File: config.mk
export PLATFORM = sky130hd
export DESIGN_NAME = alu8_seq
export DESIGN_NICKNAME = d
export VERILOG_FILES = /design/src/rtl/alu8_seq.sv
export SDC_FILE = /design/constraint.sdc
export NUM_CORES = 1
export LEC_CHECK = 0
export BUFFER_PORTS_ARGS = -buffer_cell sky130_fd_sc_hd__buf_4
export CAP_MARGIN = 10
export CORE_MARGIN = 2
export CORE_UTILIZATION = 53
export CTS_CLUSTER_SIZE = 16
export DETAILED_ROUTE_END_ITERATION = 10
export GPL_ROUTABILITY_DRIVEN = 0
export PLACE_DENSITY_LB_ADDON = 0.3
export SLEW_MARGIN = 20
export SYNTH_ARGS = -nofsm -noshare
export SYNTH_HDL_FRONTEND = slang
export SYNTH_SLANG_ARGS = --single-unit
File: constraint.sdc
create_clock -name clk -period 4.2 [get_ports clk]
set_input_delay 0.21 -clock clk [delete_from_list [all_inputs] [get_ports clk]]
set_output_delay 0.21 -clock clk [all_outputs]
set_load 0.02 [all_outputs]
File: src/rtl/alu8_seq.sv
// Sequential 8-bit ALU that time-multiplexes an external combinational 4-bit ALU
// over a low-nibble pass and a high-nibble pass, with valid/ready request and response channels.
`timescale 1ns/1ps
module alu8_seq (
    input  logic       clk,
    input  logic       rst,
    input  logic       req_valid,
    output logic       req_ready,
    input  logic [2:0] req_op,
    input  logic [7:0] req_a,
    input  logic [7:0] req_b,
    output logic [3:0] alu_a,
    output logic [3:0] alu_b,
    output logic [2:0] alu_c,
    output logic       alu_cin,
    input  logic [3:0] alu_result,
    input  logic       alu_carry,
    input  logic       alu_overflow,
    output logic       rsp_valid,
    input  logic       rsp_ready,
    output logic [7:0] rsp_result,
    output logic       rsp_carry,
    output logic       rsp_overflow,
    output logic       rsp_zero,
    output logic       rsp_size
);

    localparam logic [2:0] OP_ADD = 3'b000;
    localparam logic [2:0] OP_SUB = 3'b001;
    localparam logic [2:0] OP_NOT = 3'b010;
    localparam logic [2:0] OP_AND = 3'b011;
    localparam logic [2:0] OP_OR  = 3'b100;
    localparam logic [2:0] OP_XOR = 3'b101;
    localparam logic [2:0] OP_LT  = 3'b110;
    localparam logic [2:0] OP_EQ  = 3'b111;

    localparam logic [2:0] ALU_ADD = 3'b000;
    localparam logic [2:0] ALU_NOT = 3'b010;
    localparam logic [2:0] ALU_AND = 3'b011;
    localparam logic [2:0] ALU_OR  = 3'b100;
    localparam logic [2:0] ALU_XOR = 3'b101;

    typedef enum logic [1:0] {
        IDLE = 2'd0,
        LO   = 2'd1,
        HI   = 2'd2,
        DONE = 2'd3
    } state_t;

    state_t     state_q, state_d;
    logic [2:0] op_q, op_d;
    logic [7:0] a_q, a_d;
    logic [7:0] b_q, b_d;
    logic [7:0] result_q, result_d;
    logic       carryLo_q, carryLo_d;
    logic       carry_q, carry_d;
    logic       overflow_q, overflow_d;
    logic       zero_q, zero_d;
    logic       size_q, size_d;

    logic       isArith;
    logic       inPass;
    logic [3:0] nibA;
    logic [3:0] nibB;
    logic [7:0] fullResult;

    assign isArith    = (op_q == OP_ADD) || (op_q == OP_SUB) || (op_q == OP_LT) || (op_q == OP_EQ);
    assign inPass     = (state_q == LO) || (state_q == HI);
    assign nibA       = (state_q == HI) ? a_q[7:4] : a_q[3:0];
    assign nibB       = (state_q == HI) ? b_q[7:4] : b_q[3:0];
    assign fullResult = {alu_result, result_q[3:0]};

    always_comb begin
        state_d   = state_q;
        req_ready = 1'b0;
        rsp_valid = 1'b0;
        case (state_q)
            IDLE: begin
                req_ready = 1'b1;
                if (req_valid) begin
                    state_d = LO;
                end
            end
            LO:   state_d = HI;
            HI:   state_d = DONE;
            DONE: begin
                rsp_valid = 1'b1;
                if (rsp_ready) begin
                    state_d = IDLE;
                end
            end
            default: state_d = IDLE;
        endcase
    end

    // Subtraction-style ops reuse the adder as a + ~b + 1; the HI pass chains the LO carry.
    always_comb begin
        alu_a   = 4'h0;
        alu_b   = 4'h0;
        alu_c   = ALU_ADD;
        alu_cin = 1'b0;
        if (inPass) begin
            alu_a = nibA;
            case (op_q)
                OP_ADD: begin
                    alu_b   = nibB;
                    alu_cin = (state_q == HI) ? carryLo_q : 1'b0;
                end
                OP_SUB, OP_LT, OP_EQ: begin
                    alu_b   = ~nibB;
                    alu_cin = (state_q == HI) ? carryLo_q : 1'b1;
                end
                OP_NOT: alu_c = ALU_NOT;
                OP_AND: begin
                    alu_c = ALU_AND;
                    alu_b = nibB;
                end
                OP_OR: begin
                    alu_c = ALU_OR;
                    alu_b = nibB;
                end
                OP_XOR: begin
                    alu_c = ALU_XOR;
                    alu_b = nibB;
                end
                default: alu_c = ALU_ADD;
            endcase
        end
    end

    // Response flags are registered at the HI capture so they stay put until the next operation.
    always_comb begin
        op_d       = op_q;
        a_d        = a_q;
        b_d        = b_q;
        result_d   = result_q;
        carryLo_d  = carryLo_q;
        carry_d    = carry_q;
        overflow_d = overflow_q;
        zero_d     = zero_q;
        size_d     = size_q;
        case (state_q)
            IDLE: begin
                if (req_valid) begin
                    op_d = req_op;
                    a_d  = req_a;
                    b_d  = req_b;
                end
            end
            LO: begin
                result_d[3:0] = alu_result;
                carryLo_d     = alu_carry;
            end
            HI: begin
                result_d[7:4] = alu_result;
                carry_d       = isArith ? alu_carry : 1'b0;
                overflow_d    = isArith ? alu_overflow : 1'b0;
                zero_d        = (fullResult == 8'h00);
                if (op_q == OP_LT) begin
                    size_d = alu_result[3] ^ alu_overflow;
                end else if (op_q == OP_EQ) begin
                    size_d = (fullResult == 8'h00);
                end else begin
                    size_d = 1'b0;
                end
            end
            default: ;
        endcase
    end

    always_ff @(posedge clk) begin
        if (rst) begin
            state_q    <= IDLE;
            op_q       <= 3'b000;
            a_q        <= 8'h00;
            b_q        <= 8'h00;
            result_q   <= 8'h00;
            carryLo_q  <= 1'b0;
            carry_q    <= 1'b0;
            overflow_q <= 1'b0;
            zero_q     <= 1'b0;
            size_q     <= 1'b0;
        end else begin
            state_q    <= state_d;
            op_q       <= op_d;
            a_q        <= a_d;
            b_q        <= b_d;
            result_q   <= result_d;
            carryLo_q  <= carryLo_d;
            carry_q    <= carry_d;
            overflow_q <= overflow_d;
            zero_q     <= zero_d;
            size_q     <= size_d;
        end
    end

    assign rsp_result   = result_q;
    assign rsp_carry    = carry_q;
    assign rsp_overflow = overflow_q;
    assign rsp_zero     = zero_q;
    assign rsp_size     = size_q;

endmodule

* Yosys cells after proc, flatten, opt, wreduce, memory -nomap -nowiden
Cells that the tools add are included.
** Storage, ports and cells
- Word-level logic and storage cells :: 56
- Register bits after elaboration :: 34
- Input port bits :: 29
** Cells by class
- Bitwise gates (word level) :: 2
- Mux-type cells :: 20
- Reductions and logical operators :: 11
- Equality and inequality tests :: 12
** Operator list (number)
- $mux W4 :: 4
- $eq A3 B3 Y1 const B :: 4
- $pmux W3 S4 :: 1
- $mux W1 :: 9
- $logic_not A8 Y1 :: 1
- $pmux W2 S4 :: 1
- $pmux W4 S2 :: 1
- $eq A3 B2 Y1 const B :: 2
- $eq A2 B2 Y1 const B :: 2
- $logic_or A1 B1 Y1 :: 4
- $mux W2 :: 2
- $ne A2 B2 Y1 const B :: 2
- $not A4 Y4 :: 1
- $reduce_and A2 Y1 :: 2
- $reduce_or A4 Y1 :: 1
- $eq A3 B1 Y1 const B :: 1
- $logic_not A3 Y1 :: 1
- $mux W3 :: 1
- $reduce_or A3 Y1 :: 1
- $eq A2 B1 Y1 const B :: 1
- $logic_not A2 Y1 :: 1
- $pmux W1 S2 :: 1
- $xor A1 B1 Y1 :: 1

* Longest topological paths before layout
Gate-level depths: netlist of the first run.
- Word-level depth :: 5
- Depth in mapped cells :: 7
- Mapped depth without buffers :: 5

* Least setup slack after synthesis of the first run
Ideal clock, no wire load.
- Kind :: register to output
- From :: register state_q[0]
- To :: output port alu_b[0]
- Cell stages (with the launch flop) :: 6
- Slack :: 2.329 ns
- Buffers on the path :: 1
- Data arrival time :: 1.661 ns
- Cell sequence :: dfxtp_1 > inv_1 > ha_1 > buf_6 > mux2_4 > a211oi_1
** Between the ends
- Word-level cells in the longest chain between the ends :: 5
** Ends and longest elaborated chain
- start, declared :: line 50 : state_t state_q, state_d;
- start signal, assigned :: line 184 : state_q <= state_d;
- $eq A2 B2 Y1 :: line 68, 70
- $mux W4 :: line 70 : assign nibB = (state_q == HI) ? b_q[7:4] : b_q[3:0];
- $not A4 Y4 :: line 110 : alu_b = ~nibB;
- $pmux W4 S2 :: line 104 : case (op_q)
- $mux W4 (*) :: line 102 : if (inPass) begin
- end, declared :: line 13 : output logic [3:0] alu_b,
Mark *: on every way between the ends. The rest lies on a longest branch, timed or not.

* Worst setup path in the final report of the first run
- From :: register state_q[0]
- To :: output port alu_b[2]
Same word-level chain as after synthesis.

==> flow_summary.ini, run 1 <==
[run_status]
status = finished with violations
violations = design-rule violations

[critical_path]
cp-start-kind = flip-flop
worstPathMaxFanout = 20
required_ns = 3.99
timing.rr.start = state_q[0]$_SDFFE_PP0P_
worst-setup-path-type = reg2out
cp.arrival_ns = 2.53
critPathLaunch = state_q[0]$_SDFFE_PP0P_
end_kind = output pin

[final_layout]
ff_latch_area_um2 = 681
n_antenna_cell = 0
multiInputGateArea_um2 = 830
syn2layout_area_growth_pct = 26.2
final_layout_size_suffix_gt1_share_pct = 27.5
layout.nets = 274
design_area_um2 = 2020
fillCellCount = 241

[yosys]
ys_top_cells_by_area = dfxtp_1, nand2_1, mux2i_1, a21oi_1, nor2_1
netlist_area_um2 = 1600
ys_types = 33
syn_inst = 191
syn_area_per_cell_um2 = 8.39
yosys_warnings = 0
synth-seq-area-share_pct = 42.5
synth_top_area_share_pct = 42.5
yosys.area.top_type = dfxtp_1
synth_seq_cells = 34
syn-num-nets = 225

[global_routing]
antenna_found_initial = 0
grt_pass1_wl_mm = 5.67
grt_usage_pct = 21.5
overflow = 0
grt_start_max_net_pins = 36
grt_pass1_vias = 1346

[clock_network]
cts_tree = yes
numCtsBuffers = 5
clock_latency_ns = 0.33
cts_root_buf = clkbuf_4
h-tree-depth = 2
cts_resized = 0
hold_buffers = 0
postCtsSetupRepairBufs = 0
clock-sinks = 34
cts_buffer_depth = 2
clk_pin_slew_worst_paths_ns = 0.09

[sta]
fin_crit_ns = 2.74
slew_violations = 0
fmax_mhz = 364
period_share_pct = 65.3
slew_headroom_pct = 32.9
finalSetupTns_ns = 0
clock_skew_ns = 0.00510
final_hold_viol_count = 0
report.final.setup_viol = 0
worst_pin_slew_ns = 1.01
rsz0062_at_grt = no

[worst_hold_path]
hold_path.class = in2reg
min_from = req_op[0]

[place]
place_hpwl_mm = 2.49
port_buffers = 54
placed_area_um2 = 1980

[floorplan]
dieArea_um2 = 3480
core_area_um2 = 2810
start_util_pct = 57.1
die-height_um = 59.0
die_width_um = 59.0
placementRows = 19
ios = 55

[route]
wl_mm = 3.48
wire_per_inst_um = 12.8
drtPass1Iterations = 7
antenna_left = 0
drt_iter0_markers = 62
vias = 1452
routed_via_density = 5.36
drcViolationCount = 3

[pwr]
irDropWorstVdd_mv = 0.340
power_density_nw_per_um2 = 596
leakage_uw = 0.000849

[flow_run]
drv_cap = 0
-- power by group --
| group | switching [µW] | total, µW | internal (µW) |
|---|---|---|---|
| sequential | 52.4 | 445 | 393 |
| clock | 101 | 164 | 63.0 |
| combinational | 347 | 596 | 249 |
-- cells in the mapped netlist (all sizes together) --
cell type  count
nand2         44
dfxtp         34
a21oi         23
nor2          17
mux2i         13
buf            7
inv            6
clkbuf         5
ha             5
nor3           5
a211oi         4
mux2           4
nand3          3
nor4           3
and2           2
nand2b         2
nor2b          2
xnor2          2
a21boi         1
nor3b          1
o2111a         1
o2111ai        1
o21a           1
o21ai          1
o21bai         1
o32ai          1
or3            1
xor2           1
-- kinds of logic after synthesis --
kind of cell | synth area share (%)
and+or+nand+nor | 22.0
DFF | 42.5
AOI/OAI and AO/OA | 12.6
adders and majority gates | 3.90
muxes | 11.6
buffers and inverters | 5.78
xor gates and xnor gates | 1.64
-- worst paths after layout --
path | to | slack, ns | cells past startpoint
setup reg to reg | rsp_zero$_SDFFE_PP0N_ | 2.34 | 5
hold reg to reg | a_q[0]$_SDFFE_PP0P_ | 0.46 | 2
hold / removal | op_q[0]$_SDFFE_PP0P_ | 0.11 | 3
setup / recovery | alu_b[2] | 1.46 | 5
-- cell type report --
cell class | instances | area share [%]
multi-input combinational | 139 | 41.0
clock buffer | 7 | 2.23
inverter | 6 | 1.11
tap | 31 | 1.92
sequential | 34 | 33.7
timing repair buffer | 54 | 20.0
-- sequential cells by signal, summed over array words and instances (netlist names) --
signal	flops
rsp_result	8
b_q	8
op_q	3
carryLo_q	1
rsp_size	1
state_q	2
rsp_overflow	1
a_q	8
rsp_zero	1
rsp_carry	1
-- worst max-delay path: stages, from the launching register on --
cell	delay, ns
dfxtp_1	0.34
inv_1	0.13
ha_1	0.85
mux2_2	0.44
a211oi_1	0.26
buf_4	0.19
-- cells in the final DEF (no fill, tap or decap), types with 2 or more instances in the layout --
cell type	netlist	routed
inv_1	5	5
buf_4	4	54
mux2i_1	13	13
and2_1	2	2
nor4_1	3	3
nor2_1	17	17
clkbuf_1	5	2
nor3_1	5	5
a211oi_1	4	4
nor2b_1	2	2
dfxtp_1	34	34
nand3_1	3	3
ha_1	5	5
nand2_1	43	43
nand2b_1	2	2
a21oi_1	23	23
xnor2_1	2	2
mux2_4	3	3
clkbuf_4	0	5
-- per-layer routing --
layer | vias up | wire length, µm | part of all wire [%] | track usage [%]
met5 | - | 0 | 0 | 0
met4 | 0 | 59 | 1.7 | 9.74
met3 | 7 | 227 | 6.5 | 5.46
met2 | 51 | 1580 | 45 | 32.9
met1 | 656 | 1610 | 46 | 28.8
li1 | 738 | - | - | -
-- per-stage QoR --
stage	setup WS (ns)	utilization [%]	total power, µW	std cells	hold slack [ns]
3_5_place_dp	1.84	70.5	1050	264	0.446
5_1_grt	1.28	72.1	1280	271	0.112
4_1_cts	1.44	72.1	1210	271	0.102
2_1_floorplan	2.33	-	883	191	0.346
6_report	1.46	72.1	1210	271	0.113
3_3_place_gp	1.92	70.5	1030	264	0.443
Power figures use the tool's default switching activity.
==> run 2, diff against run 1 <==
ABC_AREA = 1   (was unset)
CORE_UTILIZATION = 49   (was 53)
clock period = 2.65 ns   (was 4.2 ns; I/O delays follow)
==> run 2 against run 1 <==
Net effect: the run now ends clean; hold slack lost 0.080 ns; power grew 88%; critical endpoint is now alu_b[3]; non-clock buffer count grew 2; sequential share of layout area shrank 0.43 points; die area grew 4.9%; critical path depth grew 3; via count grew 6.4%; first-iteration DRC count shrank 23%.
==> flow_summary.ini, run 2 <==
[yosys]
synth_common_cells = nor2_1, dfxtp_1, o21ai_0, nand2_1, o21ai_1
synth.most_common_cell = nor2_1
syn_area_per_cell_um2 = 7.05
synth_top_area_share_pct = 43.7
syn-num-nets = 255
ys_top_cells_by_area = dfxtp_1, nor2_1, o21ai_0, nand2_1, o21ai_1
syn_inst = 221
synth-seq-area-share_pct = 43.7
ys_types = 22
synth_edf_count = 0
yosys.area.top_type = dfxtp_1
synth_ff_type = dfxtp_1
netlist_area_um2 = 1560
synthArstFlopShare_pct = 0
synth_seq_cells = 34
yosys_warnings = 0

[final_layout]
syn2layout_area_growth_pct = 31.4
fillCellCount = 300
final_cell_mix = nor2_1, buf_4, dfxtp_1, o21ai_0, nand2_1
final_common_cell = nor2_1
utilization_pct = 67.6
n_antenna_cell = 0
layout.nets = 308
final_layout_size_suffix_gt1_share_pct = 24.0

[clock_network]
clock_latency_ns = 0.33
numCtsBuffers = 5
postCtsSetupRepairBufs = 0
clk_pin_slew_worst_paths_ns = 0.10
cts_tree = yes
clock-sinks = 34
cts_buffer_depth = 2
h-tree-depth = 2
cts_root_buf = clkbuf_4
cts_resized = 0

[route]
vias = 1545
routed_via_density = 4.84
drcViolationCount = 0
wire_per_inst_um = 11.0
wl_mm = 3.50
drt_iter0_markers = 48
antenna_left = 0
drtPass1Iterations = 5

[worst_hold_path]
holdPathEnd = a_q[7]$_SDFFE_PP0P_
min_from = req_a[7]
holdPathStages = 3
hold_path.class = in2reg

[critical_path]
end_kind = output pin
r2r.worst_path.cells = 6
worstPathMaxFanout = 11
cp.arrival_ns = 2.08
reg2reg_to = op_q[2]$_SDFFE_PP0P_
timing.rr.start = state_q[0]$_SDFFE_PP0P_
required_ns = 2.52
reg2reg_slack_ns = 0.78
cp-start-kind = flip-flop
worst-setup-path-type = reg2out

[pwr]
power_density_nw_per_um2 = 1110
total_power_uw = 2270
irDropWorstVdd_mv = 0.617
leakage_uw = 0.000990

[sta]
fin_crit_ns = 2.21
report.final.setup_viol = 0
rsz0062_at_grt = no
worst_pin_slew_ns = 0.779
slew_violations = 0
slew_headroom_pct = 48.0
finalSetupTns_ns = 0
period_share_pct = 83.4
clock_skew_ns = 0.00759
fmax_mhz = 453
final_hold_viol_count = 0

[flow_run]
drv_cap = 0

[global_routing]
overflow = 0
grt_pass1_vias = 1390
grt_pass1_wl_mm = 5.78
grt_usage_pct = 21.4
grt_start_max_net_pins = 34
antenna_found_initial = 0

[floorplan]
start_util_pct = 51.5
die_width_um = 60.4
ios = 55
die-height_um = 60.4
dieArea_um2 = 3650
core_area_um2 = 3030
placementRows = 20

[run_status]
status = finished, final reports clean

[place]
place_hpwl_mm = 2.57
port_buffers = 54
## run 2: changes by cell type after synthesis, sizes merged, moves of 8 or more
cell and delta:
a21oi -14, nand2 -22, o21ai +37, inv +8
nor2 +60, mux2i -9
## run 2: cell type report
class / count / area, µm² / area share [%]
clock buffers: 7 / 55.1 / 2.69
clock inverters: 1 / 5.00 / 0.244
inverters: 15 / 56.3 / 2.75
multi-input cells: 162 / 773 / 37.8
flip-flops and latches: 34 / 681 / 33.2
well taps: 44 / 55.1 / 2.69
repair buffers: 56 / 423 / 20.6
## run 2: worst max-delay path by stage
stage                                 start                   to  slack, ns  cells past startpoint
global placement    state_q[0]$_SDFFE_PP0P_  a_q[5]$_SDFFE_PP0P_       0.84                      6
floorplan           state_q[0]$_SDFFE_PP0P_              alu_cin       1.10                      6
finish              state_q[0]$_SDFFE_PP0P_             alu_b[3]       0.44                      8
detailed placement  state_q[0]$_SDFFE_PP0P_  b_q[3]$_SDFFE_PP0P_       0.76                      6
global route        state_q[0]$_SDFFE_PP0P_             alu_b[3]       0.26                      8
CTS                 state_q[0]$_SDFFE_PP0P_             alu_b[3]       0.45                      8
## run 2: worst max-delay path, cell delays in order, from the launching register on
cell	delay (ns)
dfxtp_1	0.35
inv_1	0.12
ha_1	0.40
buf_4	0.28
mux2i_1	0.25
nand2_1	0.07
nand2_1	0.07
nor2_1	0.05
buf_4	0.15
## run 2: timing repair
action	in CTS	in global routing
endpoints found under the setup margin	0	0
hold buffers	1	0
endpoints found under the hold margin	1	0
## run 2: metal layers
layer / global-route usage (%) / share of wire [%] / vias up
li1: - / - / 806
met1: 26.1 / 46 / 671
met2: 35.4 / 45 / 60
met3: 6.18 / 6.7 / 8
met4: 8.89 / 2.1 / 0
met5: 0 / 0 / -
## run 2: report_power, final
| part | switching (µW) | internal [µW] |
|---|---|---|
| Clock | 162 | 129 |
| Combinational | 724 | 460 |
| Sequential | 110 | 684 |
| Total | 997 | 1270 |
## run 2: through the flow
step	instances	setup WS [ns]	area, µm²	hold WS (ns)
floorplan	221	1.10	1560	0.202
CTS	319	0.453	2050	0.0239
finish	319	0.440	2050	0.0327
global placement	310	0.845	1980	0.299
global route	319	0.259	2050	0.0323
detailed placement	310	0.757	1980	0.300
## run 2: cells by family (layout without fill, tap and decap cells)
family | after synthesis | after routing | share of synthesized area, %
and+or+nand+nor | 103 | 103 | 25.3
AOI/OAI and AO/OA | 49 | 49 | 16.7
DFF | 34 | 34 | 43.7
buffers and inverters | 25 | 79 | 6.74
adders and majority gates | 5 | 5 | 4.01
muxes | 4 | 4 | 2.57
xor gates and xnor gates | 1 | 1 | 1.04
